$ cat src/rtl/seq_gen_1010_if.sv
// Handshake and serial-stream bundle between a burst controller and seq_gen_1010.
// The controller holds the master modport; the generator holds the slave modport.
interface seq_gen_1010_if #(
    parameter int PAT_W = 4,
    parameter int CNT_W = 8,
    parameter int GAP_W = 4
);
    logic             start;
    logic             abort;
    logic             use_def;
    logic [PAT_W-1:0] pat_in;
    logic [CNT_W-1:0] rep_cnt;
    logic [GAP_W-1:0] gap_cnt;
    logic             x_out;
    logic             x_vld;
    logic             sof;
    logic             busy;
    logic             done;

    modport master (
        output start, abort, use_def, pat_in, rep_cnt, gap_cnt,
        input  x_out, x_vld, sof, busy, done
    );

    modport slave (
        input  start, abort, use_def, pat_in, rep_cnt, gap_cnt,
        output x_out, x_vld, sof, busy, done
    );
endinterface

$ cat src/rtl/seq_gen_1010.sv
// Serial pattern burst generator: sends a PAT_W-bit pattern MSB first, repeated
// with an optional idle gap between repetitions.
//
// state | meaning
// IDLE  | waiting for start, outputs quiet
// SEND  | driving pattern bits with x_vld
// GAP   | idle bits between repetitions
// DONE  | one-cycle completion pulse
module seq_gen_1010 #(
    parameter int               PAT_W   = 4,
    parameter logic [PAT_W-1:0] PATTERN = 4'b1010,
    parameter int               CNT_W   = 8,
    parameter int               GAP_W   = 4
) (
    input  logic          clk,
    input  logic          rst,
    seq_gen_1010_if.slave bus
);
    localparam int               IDX_W   = (PAT_W > 1) ? $clog2(PAT_W) : 1;
    localparam logic [IDX_W-1:0] IDX_MAX = IDX_W'(PAT_W - 1);
    localparam logic [CNT_W-1:0] REP_ONE = CNT_W'(1);
    localparam logic [GAP_W-1:0] GAP_ONE = GAP_W'(1);

    typedef enum logic [1:0] {IDLE, SEND, GAP, DONE} state_t;

    state_t           state_q, state_d;
    logic [PAT_W-1:0] pat_q, pat_d;
    logic [IDX_W-1:0] idx_q, idx_d;
    logic [CNT_W-1:0] reps_q, reps_d;
    logic [GAP_W-1:0] gap_q, gap_d;
    logic [GAP_W-1:0] gcnt_q, gcnt_d;
    logic             x_out_q, x_vld_q, sof_q, busy_q, done_q;
    logic             x_out_d, x_vld_d, sof_d, busy_d, done_d;

    always_ff @(posedge clk or negedge rst) begin
        if (!rst) begin
            state_q <= IDLE;
            pat_q   <= '0;
            idx_q   <= '0;
            reps_q  <= '0;
            gap_q   <= '0;
            gcnt_q  <= '0;
            x_out_q <= 1'b0;
            x_vld_q <= 1'b0;
            sof_q   <= 1'b0;
            busy_q  <= 1'b0;
            done_q  <= 1'b0;
        end else begin
            state_q <= state_d;
            pat_q   <= pat_d;
            idx_q   <= idx_d;
            reps_q  <= reps_d;
            gap_q   <= gap_d;
            gcnt_q  <= gcnt_d;
            x_out_q <= x_out_d;
            x_vld_q <= x_vld_d;
            sof_q   <= sof_d;
            busy_q  <= busy_d;
            done_q  <= done_d;
        end
    end

    always_comb begin
        state_d = state_q;
        pat_d   = pat_q;
        idx_d   = idx_q;
        reps_d  = reps_q;
        gap_d   = gap_q;
        gcnt_d  = gcnt_q;
        case (state_q)
            IDLE: begin
                if (bus.start && !bus.abort) begin
                    state_d = SEND;
                    pat_d   = bus.use_def ? PATTERN : bus.pat_in;
                    reps_d  = (bus.rep_cnt == '0) ? REP_ONE : bus.rep_cnt;
                    gap_d   = bus.gap_cnt;
                    idx_d   = IDX_MAX;
                end
            end
            SEND: begin
                if (bus.abort) begin
                    state_d = IDLE;
                end else if (idx_q == '0) begin
                    // reps_q is at least 1 here, so this never wraps
                    reps_d = reps_q - REP_ONE;
                    if (reps_q == REP_ONE) begin
                        state_d = DONE;
                    end else if (gap_q != '0) begin
                        state_d = GAP;
                        gcnt_d  = gap_q;
                    end else begin
                        idx_d = IDX_MAX;
                    end
                end else begin
                    idx_d = idx_q - 1'b1;
                end
            end
            GAP: begin
                if (bus.abort) begin
                    state_d = IDLE;
                end else if (gcnt_q <= GAP_ONE) begin
                    state_d = SEND;
                    idx_d   = IDX_MAX;
                    gcnt_d  = '0;
                end else begin
                    gcnt_d = gcnt_q - GAP_ONE;
                end
            end
            DONE:    state_d = IDLE;
            default: state_d = IDLE;
        endcase

        // Outputs are decoded from the next state and registered
        x_vld_d = (state_d == SEND);
        sof_d   = x_vld_d && (idx_d == IDX_MAX);
        x_out_d = x_vld_d && pat_d[idx_d];
        busy_d  = (state_d != IDLE);
        done_d  = (state_d == DONE);
    end

    assign bus.x_out = x_out_q;
    assign bus.x_vld = x_vld_q;
    assign bus.sof   = sof_q;
    assign bus.busy  = busy_q;
    assign bus.done  = done_q;
endmodule

$ cat src/flat_wrapper.sv
// flat-port wrapper written by rule: the top's interface ports become plain ports
module seq_gen_1010_flat 
#(
    parameter int               PAT_W   = 4,
    parameter logic [PAT_W-1:0] PATTERN = 4'b1010,
    parameter int               CNT_W   = 8,
    parameter int               GAP_W   = 4
)
  (clk, rst, bus_start, bus_abort, bus_use_def, bus_pat_in, bus_rep_cnt, bus_gap_cnt, bus_x_out, bus_x_vld, bus_sof, bus_busy, bus_done);
  seq_gen_1010_if #(.PAT_W(PAT_W), .CNT_W(CNT_W), .GAP_W(GAP_W)) bus_i ();
  input  logic clk;
  input  logic rst;
  input wire logic [$bits(bus_i.start)-1:0] bus_start;
  input wire logic [$bits(bus_i.abort)-1:0] bus_abort;
  input wire logic [$bits(bus_i.use_def)-1:0] bus_use_def;
  input wire logic [$bits(bus_i.pat_in)-1:0] bus_pat_in;
  input wire logic [$bits(bus_i.rep_cnt)-1:0] bus_rep_cnt;
  input wire logic [$bits(bus_i.gap_cnt)-1:0] bus_gap_cnt;
  output wire logic [$bits(bus_i.x_out)-1:0] bus_x_out;
  output wire logic [$bits(bus_i.x_vld)-1:0] bus_x_vld;
  output wire logic [$bits(bus_i.sof)-1:0] bus_sof;
  output wire logic [$bits(bus_i.busy)-1:0] bus_busy;
  output wire logic [$bits(bus_i.done)-1:0] bus_done;
  assign bus_i.start = bus_start;
  assign bus_i.abort = bus_abort;
  assign bus_i.use_def = bus_use_def;
  assign bus_i.pat_in = bus_pat_in;
  assign bus_i.rep_cnt = bus_rep_cnt;
  assign bus_i.gap_cnt = bus_gap_cnt;
  assign bus_x_out = bus_i.x_out;
  assign bus_x_vld = bus_i.x_vld;
  assign bus_sof = bus_i.sof;
  assign bus_busy = bus_i.busy;
  assign bus_done = bus_i.done;
  seq_gen_1010 #(.PAT_W(PAT_W), .PATTERN(PATTERN), .CNT_W(CNT_W), .GAP_W(GAP_W)) u_core (.clk(clk), .rst(rst), .bus(bus_i));
endmodule
$ cat config.mk
export PLATFORM = sky130hd
export DESIGN_NAME = seq_gen_1010_flat
export DESIGN_NICKNAME = d
export VERILOG_FILES = /design/src/rtl/seq_gen_1010_if.sv /design/src/rtl/seq_gen_1010.sv /design/src/flat_wrapper.sv
export SDC_FILE = /design/constraint.sdc
export NUM_CORES = 1
export LEC_CHECK = 0
export CORE_MARGIN = 4
export CORE_UTILIZATION = 53
export DETAILED_ROUTE_END_ITERATION = 10
export PLACE_DENSITY = 0.78
export RECOVER_POWER = 25
export SLEW_MARGIN = 20
export SYNTH_ARGS = -nofsm -noshare
export SYNTH_HDL_FRONTEND = slang
export SYNTH_SLANG_ARGS = --single-unit
export TNS_END_PERCENT = 50
$ cat constraint.sdc
create_clock -name clk -period 2.5 [get_ports clk]
set_input_delay 0.5 -clock clk [delete_from_list [all_inputs] [get_ports clk]]
set_output_delay 0.5 -clock clk [all_outputs]
set_load 0.005 [all_outputs]
==> qor.txt, run 1 <==
CRITICAL PATH
-------------------------------------------------------------------------------------------------
FF-to-FF path depth                                                                             8
Worst reg2reg setup slack                                                                 0.36 ns
CP Class                                                                                   in2reg
Endpoint of the lowest-slack register-to-register path                               u_core.bus.x_out
Critical Path Fanout Max                                                                        6
Element type at the critical path end                                                    register
Startpoint kind of the worst setup timing path                                          input pin
FF-to-FF Start                                                                       u_core.reps_q[1]
Critical Path Start                                                                     bus_abort
Data required time at the worst endpoint                                                  2.70 ns
Destination of the critical timing path                                              u_core.bus.x_out
Data arrival time at the worst-slack endpoint                                             2.42 ns

FINAL LAYOUT
-------------------------------------------------------------------------------------------------
Count of nets after finishing                                                                 236
Most common cell after layout, fill and taps aside                                   sky130_fd_sc_hd__dfrtp_1
Share of cells above drive strength 1                                                       0.137
Area added between synthesis and finish                                                     24.3%
Most frequent cells in the layout                                                    29 x sky130_fd_sc_hd__dfrtp_1, 24 x sky130_fd_sc_hd__clkdlybuf4s50_1, 20 x sky130_fd_sc_hd__o21ai_0
Number of diodes                                                                                0
Final instance count without filler cells                                                     256

POWER
-------------------------------------------------------------------------------------------------
Power density over the cells                                                          932 nW/um^2
Leakage power of the design                                                           0.000854 uW
Maximum vdd drop                                                                       0.000593 V

SYNTH
-------------------------------------------------------------------------------------------------
Share of the yosys chip area belonging to registers                                         0.434
Synth Register Bits                                                                            29
Number of distinct library cell variants in the gate-level netlist after synthesis             53
Combinational family with the most area after synthesis                              simple AND/OR/NAND/NOR gates
Total number of yosys warnings                                                                  0
Fraction of registers with async set or reset after synthesis                                1.00
Net count after synthesis                                                                     204
Synth Area in Adders                                                                       0.0299
Netlist area before placement                                                          1670 sq um
Fraction of the mapped netlist area in compound gates                                       0.220
EDFF count, synth                                                                               0
Synth Flop Type                                                                      sky130_fd_sc_hd__dfrtp_1
Share of synthesized area spent on multiplexers                                            0.0329
Share of the synthesized netlist area taken by xor and xnor gates                               0
Average size of a mapped cell                                                          9.34 sq um
Cell count after synthesis                                                                    179
Post-synthesis share of cell area spent on and, or, nand and nor gates                      0.245

TIMING
-------------------------------------------------------------------------------------------------
Final count of hold timing violations                                                           0
Sum of negative setup slack                                                                  0 ns
Final setup violation count                                                                     0
Unrepaired setup endpoints after global routing                                             false
Minimum clock period                                                                      2.23 ns
Share of the cycle needed by the critical path after routing                                0.890
Slew at the pin with the worst max-slew slack                                             1.52 ns
Headroom to the max-slew limit                                                            -0.0117
Max Transition Viols Final                                                                     30
Final Skew                                                                             0.00490 ns
Maximum achievable frequency                                                            0.449 GHz

CLOCKING
-------------------------------------------------------------------------------------------------
Total CTS buffers                                                                               5
Number of clock sinks seen by CTS                                                              29
Clock Latency Late Sink                                                                   0.32 ns
CTS resizes                                                                                     0
Number of levels the H-tree was split into                                                      2
Maximum number of buffers from clock root to sink                                               2
# Post-CTS Setup Buffers                                                                        0
Clock root buffer                                                                    sky130_fd_sc_hd__clkbuf_4
Clock-pin slew on the worst setup and hold paths                                          0.09 ns
Hold buffer count at CTS                                                                        0
TritonCTS clock tree                                                                        built

DIE
-------------------------------------------------------------------------------------------------
Number of placement rows                                                                       20
Die ar.                                                                                4120 sq um
Area of the core                                                                       3030 sq um
Effective utilization at floorplan                                                          0.552
Horizontal extent of the die                                                              64.2 um
Io pins                                                                                        26
Die Span Y                                                                                64.2 um

ROUTING
-------------------------------------------------------------------------------------------------
Initial DRT Pass Iterations                                                                     4
Total via count after detailed routing                                                       1472
Average detailed-routed wire length per instance                                          14.9 um
Initial DRC Count                                                                              88
Antenna-violating nets left                                                                     0
Detailed Route WL                                                                         3830 um
DRC violations left                                                                             0
Via density per instance                                                                     5.75

RUN STATUS
-------------------------------------------------------------------------------------------------
Failing checks                                                                       max-capacitance violations, max-slew violations
Run status                                                                           finished, violations left

GLOBAL ROUTE
-------------------------------------------------------------------------------------------------
Global-route wire length before repair                                                    6840 um
Maximum number of pins on one net before global-route repair                                   30
Via count of the first global-routing pass                                                   1507
Global Route Usage Sum                                                                      0.212
Number of antenna violations at the first check in global routing                               0
Total grt overflow                                                                              0

PLACED DESIGN
-------------------------------------------------------------------------------------------------
Port-buffer cells                                                                              25
DP Wirelength                                                                             2840 um
Final weighted congestion in routability-driven placement                                   0.878
Cell count after placement                                                                    248

JOB
-------------------------------------------------------------------------------------------------
Count of max-cap constraint violations                                                          1

HOLD PATH
-------------------------------------------------------------------------------------------------
Worst min-delay path category                                                             reg2reg

how the worst min path moves through the flow:
stage	startpoint	end	slack, ns	cells after the start
after floorplan	rst	u_core.bus.busy	0.20	0
after global placement	u_core.pat_q[2]	u_core.pat_q[2]	0.45	2
after detailed placement	u_core.pat_q[2]	u_core.pat_q[2]	0.45	2
after CTS	u_core.pat_q[2]	u_core.pat_q[2]	0.50	2
after global routing	u_core.pat_q[0]	u_core.pat_q[0]	0.52	2
final	u_core.pat_q[2]	u_core.pat_q[2]	0.49	2
where the power goes:
group	internal, uW	leakage, uW	switching (uW)
Combinational	336	0.000454	378
Clock	239	0.0000455	162
Sequential	633	0.000354	187
final cells by class:
cell class	instances	area, sq um
Multi-Input combinational cell	135	882
Clock inverter	1	30.0
Fill cell	253	951
Sequential cell	29	726
Clock buffer	7	55.1
Tap cell	44	55.1
Timing Repair Buffer	32	299
Inverter	8	30.0
metrics by stage:
stage                     setup WS, ns  cell area (sq um)  utilization  total power [uW]  hold slack [ns]
after floorplan                  0.635               1670            -              1280            0.204
after global placement           0.107               2000        0.659              1480            0.448
after detailed placement        0.0214               2000        0.659              1530            0.451
after CTS                        0.368               2080        0.687              1940            0.497
after global routing             0.146               2080        0.686              2090            0.519
final                            0.274               2080        0.686              1930            0.494
sequential cells by signal, summed over array words and instances (netlist names):
signal	cells
u_core.gcnt_q	4
u_core.state_q	2
u_core.idx_q	2
u_core.bus.x_out	1
u_core.reps_q	8
u_core.bus.x_vld	1
u_core.pat_q	4
u_core.bus.done	1
u_core.bus.busy	1
u_core.gap_q	4
u_core.bus.sof	1
metal layers:
metal,track usage,part of all wire
met1,0.268,0.44
met4,0.100,0.021
met5,0,0
met3,0.0668,0.059
met2,0.330,0.48
critical path: stages:
cell,delay (ns)
sky130_fd_sc_hd__clkdlybuf4s50_1,0.53
sky130_fd_sc_hd__nor4b_1,0.52
sky130_fd_sc_hd__o2111ai_2,0.22
sky130_fd_sc_hd__and3_2,0.23
sky130_fd_sc_hd__inv_2,0.08
sky130_fd_sc_hd__mux2i_1,0.24
sky130_fd_sc_hd__a211oi_1,0.10
cell families after synthesis:
group / after synthesis
compound gates: 55
mux: 5
fa+ha+maj: 4
simple gates: 71
buf+inv: 15
flops: 29
synth_stat cells (3+ instances only):
library cell | number | area share
sky130_fd_sc_hd__dfrtp_1 | 29 | 0.43
sky130_fd_sc_hd__o21ai_0 | 20 | 0.060
sky130_fd_sc_hd__nor2_1 | 18 | 0.040
sky130_fd_sc_hd__nand2_1 | 14 | 0.031
sky130_fd_sc_hd__a21oi_1 | 10 | 0.030
sky130_fd_sc_hd__inv_1 | 7 | 0.016
sky130_fd_sc_hd__nor3_1 | 7 | 0.021
sky130_fd_sc_hd__nand2b_1 | 6 | 0.022
sky130_fd_sc_hd__a211oi_1 | 4 | 0.018
sky130_fd_sc_hd__ha_1 | 4 | 0.030
sky130_fd_sc_hd__mux2_2 | 4 | 0.027
sky130_fd_sc_hd__buf_2 | 3 | 0.0090
sky130_fd_sc_hd__clkbuf_1 | 3 | 0.0067
sky130_fd_sc_hd__nand3b_1 | 3 | 0.013
Power figures use the tool's default switching activity.
==> run 2: changes to the inputs <==
Settings changed: CORE_MARGIN 4 to not set, GPL_ROUTABILITY_DRIVEN set to 1.
==> run 2 against run 1 <==
Net effect: the run still ends with max-capacitance violations, max-slew violations left; clock skew rose by 0.010 ns; count of clock-buffer cells in the layout fell by 2; maximum frequency rose by 0.32%; largest cell class unchanged.
==> qor.txt, run 2 (same netlist as run 1, synthesis figures left out) <==
GLOBAL ROUTE
--------------------------------------------------------------------------------
Global-route wire length before repair                                   6270 um   -8.4%
Global Route Usage Sum                                                     0.249   +0.0363
Number of antenna violations at the first check in global routing              0   unchanged
Total grt overflow                                                             0   unchanged
Via count of the first global-routing pass                                  1365   -9.4%
Maximum number of pins on one net before global-route repair                  30   unchanged

POWER
--------------------------------------------------------------------------------
Power density over the cells                                         884 nW/um^2   -5.1%
Maximum vdd drop                                                      0.000490 V   -17%
Leakage power of the design                                          0.000835 uW   -2.3%

ROUTING
--------------------------------------------------------------------------------
Initial DRC Count                                                             45   -49%
Antenna-violating nets left                                                    0   unchanged
Detailed Route WL                                                        3790 um   -0.97%
Initial DRT Pass Iterations                                                    4   unchanged
Average detailed-routed wire length per instance                         14.9 um   -0.58%
Total via count after detailed routing                                      1480   +0.54%
Via density per instance                                                    5.80   +0.94%
DRC violations left                                                            0   unchanged

FINAL LAYOUT
--------------------------------------------------------------------------------
Max FFs per register                                                           8   unchanged
Most common cell after layout, fill and taps aside                  sky130_fd_sc_hd__dfrtp_1
Share of cells above drive strength 1                                      0.137   +0.000648
Most frequent cells in the layout                                   29 x sky130_fd_sc_hd__dfrtp_1, 24 x sky130_fd_sc_hd__clkdlybuf4s50_1, 20 x sky130_fd_sc_hd__o21ai_0
Number of diodes                                                               0   unchanged
Area added between synthesis and finish                                    22.0%
Register with the most flip-flops                                   u_core.reps_q
Count of nets after finishing                                                235   -0.42%
Post-layout utilization of the core                                        0.674   -0.0124

TIMING
--------------------------------------------------------------------------------
Sum of negative setup slack                                                 0 ns   unchanged
Headroom to the max-slew limit                                           -0.0355   -0.0237
Worst slack on hold paths                                               0.480 ns   -0.0137 ns
Final count of hold timing violations                                          0   unchanged
Final setup violation count                                                    0   unchanged
Maximum achievable frequency                                           0.451 GHz   +0.32%
Unrepaired setup endpoints after global routing                            false
Slew at the pin with the worst max-slew slack                            1.55 ns   +0.0356 ns
Max Transition Viols Final                                                    30   unchanged
Share of the cycle needed by the critical path after routing               0.888   -0.00282
Minimum clock period                                                     2.22 ns   -0.00705 ns
Final Skew                                                             0.0149 ns   +0.00995 ns

CLOCKING
--------------------------------------------------------------------------------
Hold buffer count at CTS                                                       0   unchanged
Number of clock sinks seen by CTS                                             29   unchanged
Number of levels the H-tree was split into                                     2   unchanged
Maximum number of buffers from clock root to sink                              2   unchanged
Clock-pin slew on the worst setup and hold paths                         0.11 ns   +0.02 ns
TritonCTS clock tree                                                       built
Total CTS buffers                                                              5   unchanged
Clock Latency Late Sink                                                  0.34 ns   +0.02 ns
CTS resizes                                                                    0   unchanged
# Post-CTS Setup Buffers                                                       0   unchanged
Clock root buffer                                                   sky130_fd_sc_hd__clkbuf_4

DIE
--------------------------------------------------------------------------------
Area of the core                                                      3030 sq um   unchanged
Number of placement rows                                                      20   unchanged
Die ar.                                                               3380 sq um   -18%
Effective utilization at floorplan                                         0.552   unchanged
Horizontal extent of the die                                             58.2 um   -9.4%
Io pins                                                                       26   unchanged
Die Span Y                                                               58.2 um   -9.4%

CRITICAL PATH
--------------------------------------------------------------------------------
Data required time at the worst endpoint                                 2.71 ns   about the same
FF-to-FF Start                                                      u_core.state_q[1]
Data arrival time at the worst-slack endpoint                            2.43 ns   about the same
CP Class                                                                  in2reg
Startpoint kind of the worst setup timing path                         input pin
Critical Path Fanout Max                                                       7   +1
Critical Path Start                                                    bus_abort
Element type at the critical path end                                   register

PLACED DESIGN
--------------------------------------------------------------------------------
DP Wirelength                                                            2730 um   -4.1%
Port-buffer cells                                                             25   unchanged
Final weighted congestion in routability-driven placement                  0.877   -0.11%

HOLD PATH
--------------------------------------------------------------------------------
Min-delay src                                                       u_core.pat_q[2]
Worst min-delay path category                                            reg2reg

RUN STATUS
--------------------------------------------------------------------------------
Failing checks                                                      max-capacitance violations, max-slew violations
Run status                                                          finished, violations left

JOB
--------------------------------------------------------------------------------
Count of max-cap constraint violations                                         1   unchanged

run 2: cell types whose count changed in the layout (fill, tap and decap cells not counted), sizes merged:
cell	delta
bufinv	-1
clkinvlp	+1
clkinv	+2
buf	-1
clkbuf	-2
run 2: final timing paths:
check | to | cells after the start | slack (ns)
worst max-delay path | u_core.reps_q[0] | 6 | 0.28
worst min-delay path | u_core.pat_q[2] | 2 | 0.48
worst max register to register | u_core.reps_q[0] | 5 | 0.42
worst min register to register | u_core.pat_q[2] | 2 | 0.48
max in group asynchronous | u_core.gcnt_q[2] | 2 | 0.53
min in group asynchronous | u_core.reps_q[4] | 2 | 1.06
run 2: final cells by class:
type | count | area, sq um
well taps | 44 | 55.1
flip-flops and latches | 29 | 726
clock buffers | 5 | 37.5
clock inverters | 3 | 17.5
multi-input cells | 135 | 882
repair buffers | 31 | 292
fillers | 259 | 988
inverters | 8 | 30.0
run 2: routing by layer:
layer  wire (um)  global-route usage
met1        1720               0.332
met2        1840               0.384
met3         177              0.0491
met4          53               0.126
met5           0                   0
run 2: per-stage QoR:
| stage | std cells | area, sq um | power (uW) | setup WS, ns |
|---|---|---|---|---|
| global route | 255 | 2040 | 1950 | 0.126 |
| floorplan | 179 | 1670 | 1280 | 0.635 |
| global placement | 247 | 1990 | 1480 | 0.0902 |
| CTS | 255 | 2040 | 1810 | 0.322 |
| finish | 255 | 2040 | 1800 | 0.281 |
| detailed placement | 247 | 1990 | 1520 | 0.0204 |
run 2: report_power, final:
group | switching (uW) | internal, uW
combinational | 372 | 333
sequential | 180 | 633
clock | 179 | 106
run 2: critical path, cell delays in order:
cell and delay (ns):
sky130_fd_sc_hd__clkdlybuf4s50_1 0.52, sky130_fd_sc_hd__nor4b_1 0.53, sky130_fd_sc_hd__and2_1 0.25, sky130_fd_sc_hd__nor2_1 0.08
sky130_fd_sc_hd__a2111oi_0 0.43, sky130_fd_sc_hd__a211oi_1 0.11
==> run 3: changes to the inputs <==
Settings changed: GPL_TIMING_DRIVEN set to 0.
==> run 3 against run 2 <==
Net effect: critical path depth increased by 1; combinational power increased by 3.3%; critical path type unchanged; hold slack got worse by 0.0075 ns; sequential cell count unchanged; sequential share of layout area increased by 0.31 points; die area unchanged; the flow finishes with violations (max-capacitance violations); total power increased by 0.50%; cell count increased by 0.39%; wire length increased by 2.4%; first-iteration DRC count increased by 71%; setup slack improved by 0.039 ns; non-clock buffer count increased by 1.
==> qor.txt, run 3 (same netlist as run 1, synthesis figures left out) <==
POWER
--------------------------------------------------------------------------------
Power density over the cells                                         896 nW/um^2   +1.4%
Maximum vdd drop                                                      0.000520 V   +6.1%
Leakage power of the design                                          0.000831 uW   -0.42%

FINAL LAYOUT
--------------------------------------------------------------------------------
Max FFs per register                                                           8   unchanged
Most common cell after layout, fill and taps aside                  sky130_fd_sc_hd__dfrtp_1
Most frequent cells in the layout                                   29 x sky130_fd_sc_hd__dfrtp_1, 24 x sky130_fd_sc_hd__clkdlybuf4s50_1, 20 x sky130_fd_sc_hd__o21ai_0
Post-Layout Inst Area                                                 2020 sq um   -0.86%
Count of nets after finishing                                                236   +0.43%
Share of cells above drive strength 1                                      0.127   -0.0101
Post-layout utilization of the core                                        0.668   -0.00579
Number of diodes                                                               0   unchanged
Final instance count without filler cells                                    256   +0.39%
Area added between synthesis and finish                                    21.0%
Register with the most flip-flops                                   u_core.reps_q

HOLD PATH
--------------------------------------------------------------------------------
Worst min-delay path category                                            reg2reg

GLOBAL ROUTE
--------------------------------------------------------------------------------
Global Route Usage Sum                                                     0.262   +0.0130
Total grt overflow                                                             0   unchanged
Number of antenna violations at the first check in global routing              0   unchanged
Global-route wire length before repair                                   6560 um   +4.5%
Via count of the first global-routing pass                                  1401   +2.6%
Maximum number of pins on one net before global-route repair                  30   unchanged

ROUTING
--------------------------------------------------------------------------------
Via density per instance                                                    5.88   +1.2%
Detailed Route WL                                                        3880 um   +2.4%
Antenna-violating nets left                                                    0   unchanged
Total via count after detailed routing                                      1504   +1.6%
Average detailed-routed wire length per instance                         15.2 um   +2.0%
Initial DRT Pass Iterations                                                    4   unchanged
Initial DRC Count                                                             77   +71%
DRC violations left                                                            0   unchanged

CRITICAL PATH
--------------------------------------------------------------------------------
Critical Path Fanout Max                                                      10   +3
Data required time at the worst endpoint                                 2.71 ns   about the same
Crit path top cell by count                                         sky130_fd_sc_hd__o21ai_0
Maximum single-stage delay on the critical path                          0.51 ns   -0.02 ns
Worst reg2reg setup slack                                                0.34 ns   -0.08 ns
Sum of buffers and inverters on the critical path                              2   +1
Startpoint kind of the worst setup timing path                         input pin
Data arrival time at the worst-slack endpoint                            2.39 ns   -0.04 ns
CP Class                                                                  in2reg
Element type at the critical path end                                   register
CP delay by family, top                                             simple AND/OR/NAND/NOR gates
Cell with the biggest individual delay on the critical path         sky130_fd_sc_hd__clkdlybuf4s50_1
CP cell instances                                                   clkdlybuf4s50_1 > nor4b_1 > and2_1 > nor2_1 > clkbuf_1 > o21ai_0 > o21ai_0

RUN STATUS
--------------------------------------------------------------------------------
Failing checks                                                      max-capacitance violations
Run status                                                          finished, violations left

PLACED DESIGN
--------------------------------------------------------------------------------
Cell count after placement                                                   248   +0.40%
DP Wirelength                                                            2860 um   +4.9%
Port-buffer cells                                                             25   unchanged
Final weighted congestion in routability-driven placement                  0.840   -4.2%
Placed cell area                                                      1970 sq um   -0.82%

CLOCKING
--------------------------------------------------------------------------------
Number of levels the H-tree was split into                                     2   unchanged
Clock Latency Late Sink                                                  0.34 ns   about the same
Total CTS buffers                                                              5   unchanged
Number of clock sinks seen by CTS                                             29   unchanged
Clock-pin slew on the worst setup and hold paths                         0.09 ns   -0.02 ns
TritonCTS clock tree                                                       built
Clock root buffer                                                   sky130_fd_sc_hd__clkbuf_4
# Post-CTS Setup Buffers                                                       0   unchanged
Hold buffer count at CTS                                                       0   unchanged
CTS resizes                                                                    0   unchanged
Maximum number of buffers from clock root to sink                              2   unchanged

DIE
--------------------------------------------------------------------------------
Area of the core                                                      3030 sq um   unchanged
Die ar.                                                               3380 sq um   unchanged
Number of placement rows                                                      20   unchanged
Die Span Y                                                               58.2 um   unchanged
Horizontal extent of the die                                             58.2 um   unchanged
Io pins                                                                       26   unchanged
Effective utilization at floorplan                                         0.552   unchanged

TIMING
--------------------------------------------------------------------------------
Slew at the pin with the worst max-slew slack                            1.50 ns   -0.0549 ns
Share of the cycle needed by the critical path after routing               0.872   -0.0157
Sum of negative setup slack                                                 0 ns   unchanged
Final setup violation count                                                    0   unchanged
Max Transition Viols Final                                                     0   -100%
Minimum clock period                                                     2.18 ns   -0.0392 ns
Final Skew                                                            0.00256 ns   -0.0123 ns
Final count of hold timing violations                                          0   unchanged
Unrepaired setup endpoints after global routing                            false
Maximum achievable frequency                                           0.459 GHz   +1.8%
Headroom to the max-slew limit                                           0.00117   +0.0366

JOB
--------------------------------------------------------------------------------
Count of max-cap constraint violations                                         1   unchanged

==> run 3: changes by cell type in the layout (fill, tap and decap cells not counted), sizes merged <==
cell and delta:
dlygate4sd3 -1, clkbuf +5, buf -2, clkinvlp -1
==> run 3: worst paths after layout <==
check / startpoint / end / cells after the start
max: bus_abort / u_core.reps_q[5] / 7
min: u_core.pat_q[2] / u_core.pat_q[2] / 2
max reg2reg: u_core.gcnt_q[0] / u_core.bus.x_out / 8
min reg2reg: u_core.pat_q[2] / u_core.pat_q[2] / 2
max in group asynchronous: rst / u_core.reps_q[2] / 1
min in group asynchronous: rst / u_core.reps_q[3] / 1
==> run 3: report_power, final <==
group	switching, uW	total [uW]	internal, uW
registers	171	805	634
clock network	172	279	107
logic	397	728	330
total	741	1810	1070
==> run 3: tightest hold or removal path: cells and delay by family, from the launching register on <==
kind,cells,cell delay [ns]
flops,1,0.33
simple gates,2,0.11
==> run 3: cell type report <==
class                   count  area (sq um)
plain buffers               7          33.8
clock buffers               6          41.3
clock inverters             2          10.0
fillers                   249          1010
inverters                   8          30.0
multi-input cells         135           882
flip-flops and latches     29           726
well taps                  44          55.1
repair buffers             25           244
==> run 3: layer usage <==
| layer | vias to the layer above | global-route usage | wire [um] |
|---|---|---|---|
| li1 | 721 | - | - |
| met1 | 719 | 0.335 | 1700 |
| met2 | 54 | 0.412 | 1860 |
| met3 | 10 | 0.0580 | 226 |
| met4 | 0 | 0.143 | 93 |
| met5 | - | 0 | 0 |
==> run 3: through the flow <==
stage               setup WS (ns)  hold slack (ns)  power [uW]
detailed placement        -0.0155            0.451        1530
CTS                         0.350            0.184        1820
global route               0.0707            0.482        1950
finish                      0.320            0.472        1810
floorplan                   0.635            0.204        1280
global placement          0.00793            0.443        1480
